==> src/rtl/rr_stream_mux.sv <==
// rr_stream_mux: N-channel, W-bit stream multiplexer with a one-entry registered output stage.
//
// Each input channel has its own valid/ready handshake. At most one channel is granted per cycle.
// The grant comes from one of two sources:
//   - mode=0: the manual select S. An out-of-range S gives no grant.
//   - mode=1: a round-robin search that starts at ptr and wraps around.
// The accepted word appears on out_data one cycle after the accept. The output register can be
// reloaded in the same cycle it is drained, so back-to-back transfers leave no bubble.
//
// Ports
//   clk        rising-edge clock
//   rst        synchronous active-high reset
//   mode       0 = manual select via S, 1 = round-robin
//   S          manual channel select (mode=0 only)
//   in_valid   per-channel valid, bit k = channel k
//   in_data    packed channel data, channel k at [k*W +: W]
//   in_ready   per-channel accept, one-hot or all-zero
//   out_valid  output register holds a valid word
//   out_data   registered output word
//   out_sel    channel ID that produced out_data
//   out_ready  downstream accepts out_data this cycle

module rr_stream_mux #(
    parameter int unsigned N  = 4,
    parameter int unsigned W  = 8,
    parameter int unsigned SW = $clog2(N)
) (
    input  logic           clk,
    input  logic           rst,
    input  logic           mode,
    input  logic [SW-1:0]  S,
    input  logic [N-1:0]   in_valid,
    input  logic [N*W-1:0] in_data,
    output logic [N-1:0]   in_ready,
    output logic           out_valid,
    output logic [W-1:0]   out_data,
    output logic [SW-1:0]  out_sel,
    input  logic           out_ready
);

    // One extra bit so that channel indices can be compared against N and summed without overflow.
    localparam int unsigned   IW   = SW + 1;
    localparam logic [IW-1:0] NIdx = IW'(N);

    // State
    logic          out_valid_q, out_valid_d;
    logic [W-1:0]  out_data_q,  out_data_d;
    logic [SW-1:0] out_sel_q,   out_sel_d;
    logic [SW-1:0] ptr_q,       ptr_d;

    // Combinational helpers
    logic          load_en;
    logic          grant_vld;
    logic [SW-1:0] grant;
    logic [IW-1:0] cand;
    logic [W-1:0]  sel_data;
    logic          xfer;
    logic [IW-1:0] ptr_inc;

    // The output register may take a new word when it is empty or is being drained this cycle.
    assign load_en = !out_valid_q || out_ready;

    // Grant selection.
    always_comb begin
        grant_vld = 1'b0;
        grant     = '0;
        cand      = '0;
        if (!mode) begin
            // A manual select beyond the last channel exists only for non-power-of-two N.
            if ({1'b0, S} < NIdx) begin
                grant_vld = 1'b1;
                grant     = S;
            end
        end else begin
            // Search ptr, ptr+1, ..., wrapping at N. The first hit wins.
            // ptr_q < N and i < N, so the sum is below 2N and a single subtract wraps it.
            for (int unsigned i = 0; i < N; i++) begin
                cand = {1'b0, ptr_q} + IW'(i);
                if (cand >= NIdx) begin
                    cand = cand - NIdx;
                end
                if (!grant_vld && in_valid[cand[SW-1:0]]) begin
                    grant_vld = 1'b1;
                    grant     = cand[SW-1:0];
                end
            end
        end
    end

    // Ready goes only to the granted channel and does not depend on that channel's valid.
    always_comb begin
        in_ready = '0;
        if (grant_vld && load_en) begin
            in_ready[grant] = 1'b1;
        end
    end

    assign xfer = grant_vld && load_en && in_valid[grant];

    // Data path mux for the granted channel.
    always_comb begin
        sel_data = '0;
        for (int unsigned k = 0; k < N; k++) begin
            if (grant == SW'(k)) begin
                sel_data = in_data[k*W +: W];
            end
        end
    end

    // Next state of the output stage and the round-robin pointer.
    always_comb begin
        out_valid_d = out_valid_q;
        out_data_d  = out_data_q;
        out_sel_d   = out_sel_q;
        ptr_d       = ptr_q;
        ptr_inc     = {1'b0, grant} + IW'(1);

        if (load_en) begin
            if (xfer) begin
                out_valid_d = 1'b1;
                out_data_d  = sel_data;
                out_sel_d   = grant;
                // The pointer moves past the winner only in round-robin mode.
                if (mode) begin
                    ptr_d = (ptr_inc >= NIdx) ? '0 : ptr_inc[SW-1:0];
                end
            end else begin
                // Drained with nothing to replace it: data and sel keep their last values.
                out_valid_d = 1'b0;
            end
        end
    end

    always_ff @(posedge clk) begin
        if (rst) begin
            out_valid_q <= 1'b0;
            out_data_q  <= '0;
            out_sel_q   <= '0;
            ptr_q       <= '0;
        end else begin
            out_valid_q <= out_valid_d;
            out_data_q  <= out_data_d;
            out_sel_q   <= out_sel_d;
            ptr_q       <= ptr_d;
        end
    end

    assign out_valid = out_valid_q;
    assign out_data  = out_data_q;
    assign out_sel   = out_sel_q;

endmodule

==> config.mk <==
export PLATFORM = sky130hd
export DESIGN_NAME = rr_stream_mux
export DESIGN_NICKNAME = d
export VERILOG_FILES = /design/src/rtl/rr_stream_mux.sv
export SDC_FILE = /design/constraint.sdc
export NUM_CORES = 1
export LEC_CHECK = 0
export BUFFER_PORTS_ARGS = -buffer_cell sky130_fd_sc_hd__buf_2
export CAP_MARGIN = 5
export CORE_MARGIN = 8
export CORE_UTILIZATION = 48
export DETAILED_ROUTE_END_ITERATION = 10
export PLACE_DENSITY = 0.85
export SETUP_SLACK_MARGIN = 0.2
export SYNTH_ARGS = -nofsm -noshare
export SYNTH_HDL_FRONTEND = slang
export SYNTH_SLANG_ARGS = --single-unit
export TNS_END_PERCENT = 20
==> constraint.sdc <==
create_clock -name clk -period 4 [get_ports clk]
set_input_delay 0 -clock clk [delete_from_list [all_inputs] [get_ports clk]]
set_output_delay 0 -clock clk [all_outputs]
set_load 0.01 [all_outputs]
==> flow_summary.ini, run 1 <==
[timing]
tightest_slew_ns = 0.701
rsz0062_at_grt = no
maxSlewHeadroom = 0.532
finalCritPeriodShare = 0.758
whs_ns = 0.0324
period_needed_ns = 3.03
skew_ns = 0.0108
tns_ns = 0
setup_violations = 0
slew_violations = 0
hold_viol = 0
clock.fmax_mhz = 330

[logic_synthesis]
syn_inst = 133
synth-main-ff-cell = dfxtp_1
syn_avg_cell_area_um2 = 8.18
yosysWarnings = 0
ys_seq_area_frac = 0.239
synth_async_sr_flop_share = 0
ys_types = 39
synth_edf_count = 0
syn-cell-area_um2 = 1090
synth_seq_cells = 13
syn_nets = 179

[placement]
io_buffers = 56
gp_congestion = 0.852
dp_hpwl_mm = 2.66
dp.cells = 210

[critical_path]
path_depth = 12
cp_top_family = simple AND/OR/NAND/NOR gates
r2r-end = out_data[0]
cp_num_buf_inv = 1
worst-r2r-setup-slack_ns = 0.97
end_kind = register
crit_arrival_ns = 3.25
crit_path_start = ptr_q[0]
reg2reg_from = ptr_q[0]
crit_type = reg -> reg
worst_path_most_repeated_cell = a21oi_1
worstSetupEndpoint = out_data[0]
cp_slowest_stage_delay_ns = 0.42
path_cells = or2b_1, a21oi_1, nor4_1, nor2_1, inv_1, ha_1, nor2b_1, a221oi_1, nor3_1, a21oi_1, nor4b_1, a31o_2
critPathLaunchType = register
path_max_fanout = 11
slowest_stage = nor2b_1
cp.required_ns = 4.22
ff2ff_path_depth = 12

[clock_network]
insertion_delay_ns = 0.27
cts-buffers-inserted = 3
clockBufferDepth = 2
cts_max_level = 1
clk_pin_slew_ns = 0.07
cts_root_buffer = clkbuf_4
post_cts.repair.setup_buffers = 0
cts.hold.buffers_added = 0
clock_sinks = 13
cts_tree = done
post_cts_resized = 0

[final_layout]
fillers = 210
nets = 233
layout-drive-gt1-share = 0.387
area_growth_syn_to_layout_pct = 28.0
final_cells = 214
n_antenna_cell = 0

[detailed_routing]
drt_iter0_markers = 58
ant_nets = 0
remaining_drc_errors = 0
routed_wl_mm = 3.25
drt-vias-per-instance = 5.83
wl_per_cell_um = 15.2
drt_first_pass_iters = 4
dr_total_vias = 1247

[flow_run]
maxCapViolations = 0

[floorplanning]
core-area_um2 = 2170
die_w_um = 63.6
initial_utilization = 0.501
fp-row-count = 17
dieArea_um2 = 4040
chipHeight_um = 63.6
pin_count = 57

[power]
ir_drop_uv = 314
p_per_area_nw_per_um2 = 314
p_leak_nw = 0.646

[run_status]
status = complete, no violations

[grt]
grt_use_total = 0.152
grt_pass1_vias = 1286
grt-ovfl-total = 0
grt_pass1_wl_mm = 5.26
grt_start_max_net_pins = 18
antenna_found_initial = 0

[hold_path]
hp-class = in -> reg
power by group:
group | switching (mW) | internal (mW)
Sequential | 0.00994 | 0.146
Combinational | 0.107 | 0.0928
Clock | 0.0425 | 0.0386
cells by family (layout without fill, tap and decap cells):
kind of cell             Yosys count  after routing  synth area share
AO/OA/AOI/OAI                     41             41             0.299
AND/OR/NAND/NOR                   59             59             0.328
multiplexers                       3              3            0.0322
flip-flops                        13             13             0.239
buffers and inverters             13             66            0.0552
adder cells (fa/ha/maj)            4              4            0.0460
placed cells by master, fill, tap and decap left out, types with 2 or more instances in the layout:
master and n:
clkbuf_4 3, ha_1 4, nor2_1 3, and2_1 4, buf_2 56, nand3b_1 2
mux2i_1 2, a21oi_1 14, a221oi_1 7, a31o_2 7, nor3_1 7, o21ai_0 2
nand3_1 3, nor4_1 2, dfxtp_1 13, nand2b_1 4, nand2_1 10, nor4b_1 7
nor2b_1 12, inv_1 5
layer usage:
layer / global-route usage / up-vias / part of all wire
met2: 0.286 / 39 / 0.52
met1: 0.155 / 592 / 0.41
met3: 0.0459 / 10 / 0.053
li1: - / 606 / -
met5: 0 / - / 0
met4: 0.0501 / 0 / 0.022
area by class of cell:
cell class	count	area, µm²	share of cell area
inverter	6	22.5	0.0162
sequential	13	260	0.187
timing repair buffer	56	280	0.201
tap	28	35.0	0.0252
clock buffer	4	26.3	0.0189
multi-input combinational	107	767	0.551
through the flow:
step	total power, mW	util	setup WS, ns	instance area, µm²
after floorplan	0.297	-	1.57	1090
after detailed placement	0.358	0.629	1.02	1370
after CTS	0.441	0.641	0.992	1390
final	0.438	0.641	0.967	1390
after global routing	0.467	0.641	0.726	1390
after global placement	0.353	0.629	1.22	1370
cell usage after synthesis (2+ instances only):
| cell | instances | area (µm²) |
|---|---|---|
| mux2i_1 | 2 | 20.0 |
| inv_1 | 5 | 18.8 |
| a21oi_1 | 14 | 70.1 |
| nand2b_1 | 4 | 25.0 |
| nor2_1 | 3 | 11.3 |
| ha_1 | 4 | 50.1 |
| clkbuf_1 | 5 | 18.8 |
| nor2b_1 | 12 | 75.1 |
| o21ai_0 | 2 | 10.0 |
| nand3_1 | 3 | 15.0 |
| and2_1 | 4 | 25.0 |
| nand3b_1 | 2 | 15.0 |
| dfxtp_1 | 13 | 260 |
| nor4_1 | 2 | 12.5 |
| nor4b_1 | 7 | 61.3 |
| a221oi_1 | 7 | 61.3 |
| a31o_2 | 7 | 61.3 |
| nand2_1 | 10 | 37.5 |
| nor3_1 | 7 | 35.0 |
registers in the layout, summed over array words and instances (netlist names):
| signal | cells |
|---|---|
| out_sel | 2 |
| out_valid | 1 |
| out_data | 8 |
| ptr_q | 2 |
tightest hold or removal path, cell delays in order:
cell      delay (ns)
buf_2           0.07
nand2b_1        0.12
a21oi_1         0.06
worst min-delay path by stage:
stage | startpoint | to | slack (ns) | cells past startpoint
6_report | out_ready | out_valid | 0.03 | 3
5_1_grt | out_ready | out_valid | 0.04 | 3
4_1_cts | out_ready | out_valid | 0.03 | 3
3_5_place_dp | out_ready | out_valid | 0.31 | 3
3_3_place_gp | out_ready | out_valid | 0.30 | 3
2_1_floorplan | out_ready | out_valid | 0.20 | 2
Note: power is estimated with default switching activity, not from simulation.
==> inputs of run 2 (changes only) <==
--- a/config.mk
+++ b/config.mk
@@ -5,12 +5,13 @@
 export SDC_FILE = /design/constraint.sdc
 export NUM_CORES = 1
 export LEC_CHECK = 0
+export ABC_AREA = 1
 export BUFFER_PORTS_ARGS = -buffer_cell sky130_fd_sc_hd__buf_2
 export CAP_MARGIN = 5
 export CORE_MARGIN = 8
 export CORE_UTILIZATION = 48
 export DETAILED_ROUTE_END_ITERATION = 10
-export PLACE_DENSITY = 0.85
+export PLACE_DENSITY = 0.81
 export SETUP_SLACK_MARGIN = 0.2
 export SYNTH_ARGS = -nofsm -noshare
 export SYNTH_HDL_FRONTEND = slang
==> constraint.sdc (replaced) <==
create_clock -name clk -period 2.8 [get_ports clk]
set_input_delay 0 -clock clk [delete_from_list [all_inputs] [get_ports clk]]
set_output_delay 0 -clock clk [all_outputs]
set_load 0.01 [all_outputs]
==> flow_summary.ini, run 2 <==
[clock_network]
cts_tree = done
cts_max_level = 1
clk_pin_slew_ns = 0.08
clock_sinks = 13
insertion_delay_ns = 0.27
cts_root_buffer = clkbuf_4
clockBufferDepth = 2
cts-buffers-inserted = 3

[power]
p_per_area_nw_per_um2 = 747
ir_drop_uv = 423
p_leak_nw = 0.889

[logic_synthesis]
synth_common_cells = nand2_1, nand3_1, inv_1
yosysWarnings = 0
syn_nets = 266
ys_seq_area_frac = 0.193
syn_inst = 220
synth_top_area_frac = 0.193
syn-cell-area_um2 = 1350
syn_avg_cell_area_um2 = 6.11
synth_most_common_cell = nand2_1
synth_top_area_cell = dfxtp_1
synth_async_sr_flop_share = 0
ys_types = 23
synth_seq_cells = 13
synth.area.top_cells = dfxtp_1, nand2_1, nand3_1
synth_edf_count = 0
synth-main-ff-cell = dfxtp_1

[detailed_routing]
drt_iter0_markers = 106
wl_per_cell_um = 12.2
drt_first_pass_iters = 4
remaining_drc_errors = 0
drt-vias-per-instance = 5.02
dr_total_vias = 1520
ant_nets = 0
routed_wl_mm = 3.70

[timing]
finalCritPeriodShare = 0.852
whs_ns = 0.0314
tns_ns = 0
period_needed_ns = 2.39
maxSlewHeadroom = 0.740
clock.fmax_mhz = 419
tightest_slew_ns = 0.390
setup_violations = 0
fin_ws_ns = 0.414
hold_viol = 0
slew_violations = 0
skew_ns = 0.00306
rsz0062_at_grt = yes

[final_layout]
area_growth_syn_to_layout_pct = 24.3
multi_input_comb_area_um2 = 932
n_antenna_cell = 0
layout-drive-gt1-share = 0.415
largest_reg_flops = 8
nets = 319
ff_latch_area_um2 = 265
postLayoutCoreUtil = 0.617
mostFrequentLayoutCells = nand2_1, buf_2, nand3_1
mostFrequentLayoutCell = nand2_1
fillers = 282

[critical_path]
crit_type = reg -> reg
path_cells = clkbuf_2, nand2_1, nand2_1, nand2_1, nand2_1, nand3_1, nor2_2, nor2_4, nand2_4, inv_2, ha_4, clkinvlp_4, nand3_1, nand2_1, o21ai_0, o21ai_0, nand3_1, a21oi_2
slowest_stage = dfxtp_4
path_max_fanout = 9
cp.required_ns = 3.01
crit_arrival_ns = 2.60
cp_slowest_stage_delay_ns = 0.40
critPathLaunchType = register
end_kind = register
worst_path_most_repeated_cell = nand2_1

[floorplanning]
core-area_um2 = 2710
initial_utilization = 0.496
pin_count = 57
chipHeight_um = 68.9
dieArea_um2 = 4750
die_w_um = 68.9
fp-row-count = 19

[placement]
io_buffers = 56
dp_worst_setup_slack_ns = 0.0615
dp_hpwl_mm = 3.14
gp_congestion = 1.02

[grt]
antenna_found_initial = 0
grt-ovfl-total = 0
grt_use_total = 0.159
grt_pass1_vias = 1476
grt_start_max_net_pins = 18
grt_pass1_wl_mm = 6.15

[flow_run]
maxCapViolations = 0

[hold_path]
hp-class = in -> reg

[run_status]
status = complete, no violations
run 2: what timing repair did:
action	CTS	global route
setup buffers	0	1
pin swaps	0	1
setup endpoints to repair	9	10
resized for setup	1	12
hold buffers	0	0
run 2: where the power goes:
group,switching [mW],internal (mW)
combinational,0.530,0.320
clock,0.0621,0.0552
sequential,0.0437,0.238
total,0.636,0.614
run 2: worst max-delay path: cells and delay by family (launching register included):
family                     cells  cell delay, ns
buffers and inverters          3            0.37
adders and majority gates      1            0.18
AOI/OAI and AO/OA              3            0.42
DFF                            1            0.40
and+or+nand+nor               11            0.94
run 2: layer usage:
layer  vias to the layer above  GRT usage  wire length [µm]
met4                         0     0.0501                34
met2                        70      0.249              1680
met1                       640      0.216              1720
met5                         -          0                 0
li1                        806          -                 -
met3                         4     0.0258               266
run 2: worst paths after layout:
kind,end,cells after the start,slack [ns],from
setup reg to reg,out_data[0],18,0.41,ptr_q[0]
hold reg to reg,out_data[3],2,0.47,out_data[3]
hold / removal,out_valid,4,0.03,out_ready
setup / recovery,out_data[0],18,0.41,ptr_q[0]
run 2: cell type report:
cell class                 instances  share of cell area
clock buffer                       4              0.0157
inverter                          25              0.0629
multi-input combinational        171               0.558
sequential                        13               0.159
tap                               31              0.0232
timing repair buffer              59               0.182
run 2: logic make-up after synthesis:
family,after synthesis,synth area share
AOI/OAI and AO/OA,35,0.158
buffers and inverters,36,0.127
adders and majority gates,4,0.0372
and+or+nand+nor,132,0.485
DFF,13,0.193
run 2: stage by stage:
step / instances / total power, mW / area (µm²)
CTS: 302 / 1.22 / 1640
floorplan: 220 / 0.922 / 1350
finish: 303 / 1.25 / 1670
global route: 303 / 1.37 / 1670
global placement: 298 / 1.09 / 1610
detailed placement: 298 / 1.10 / 1610
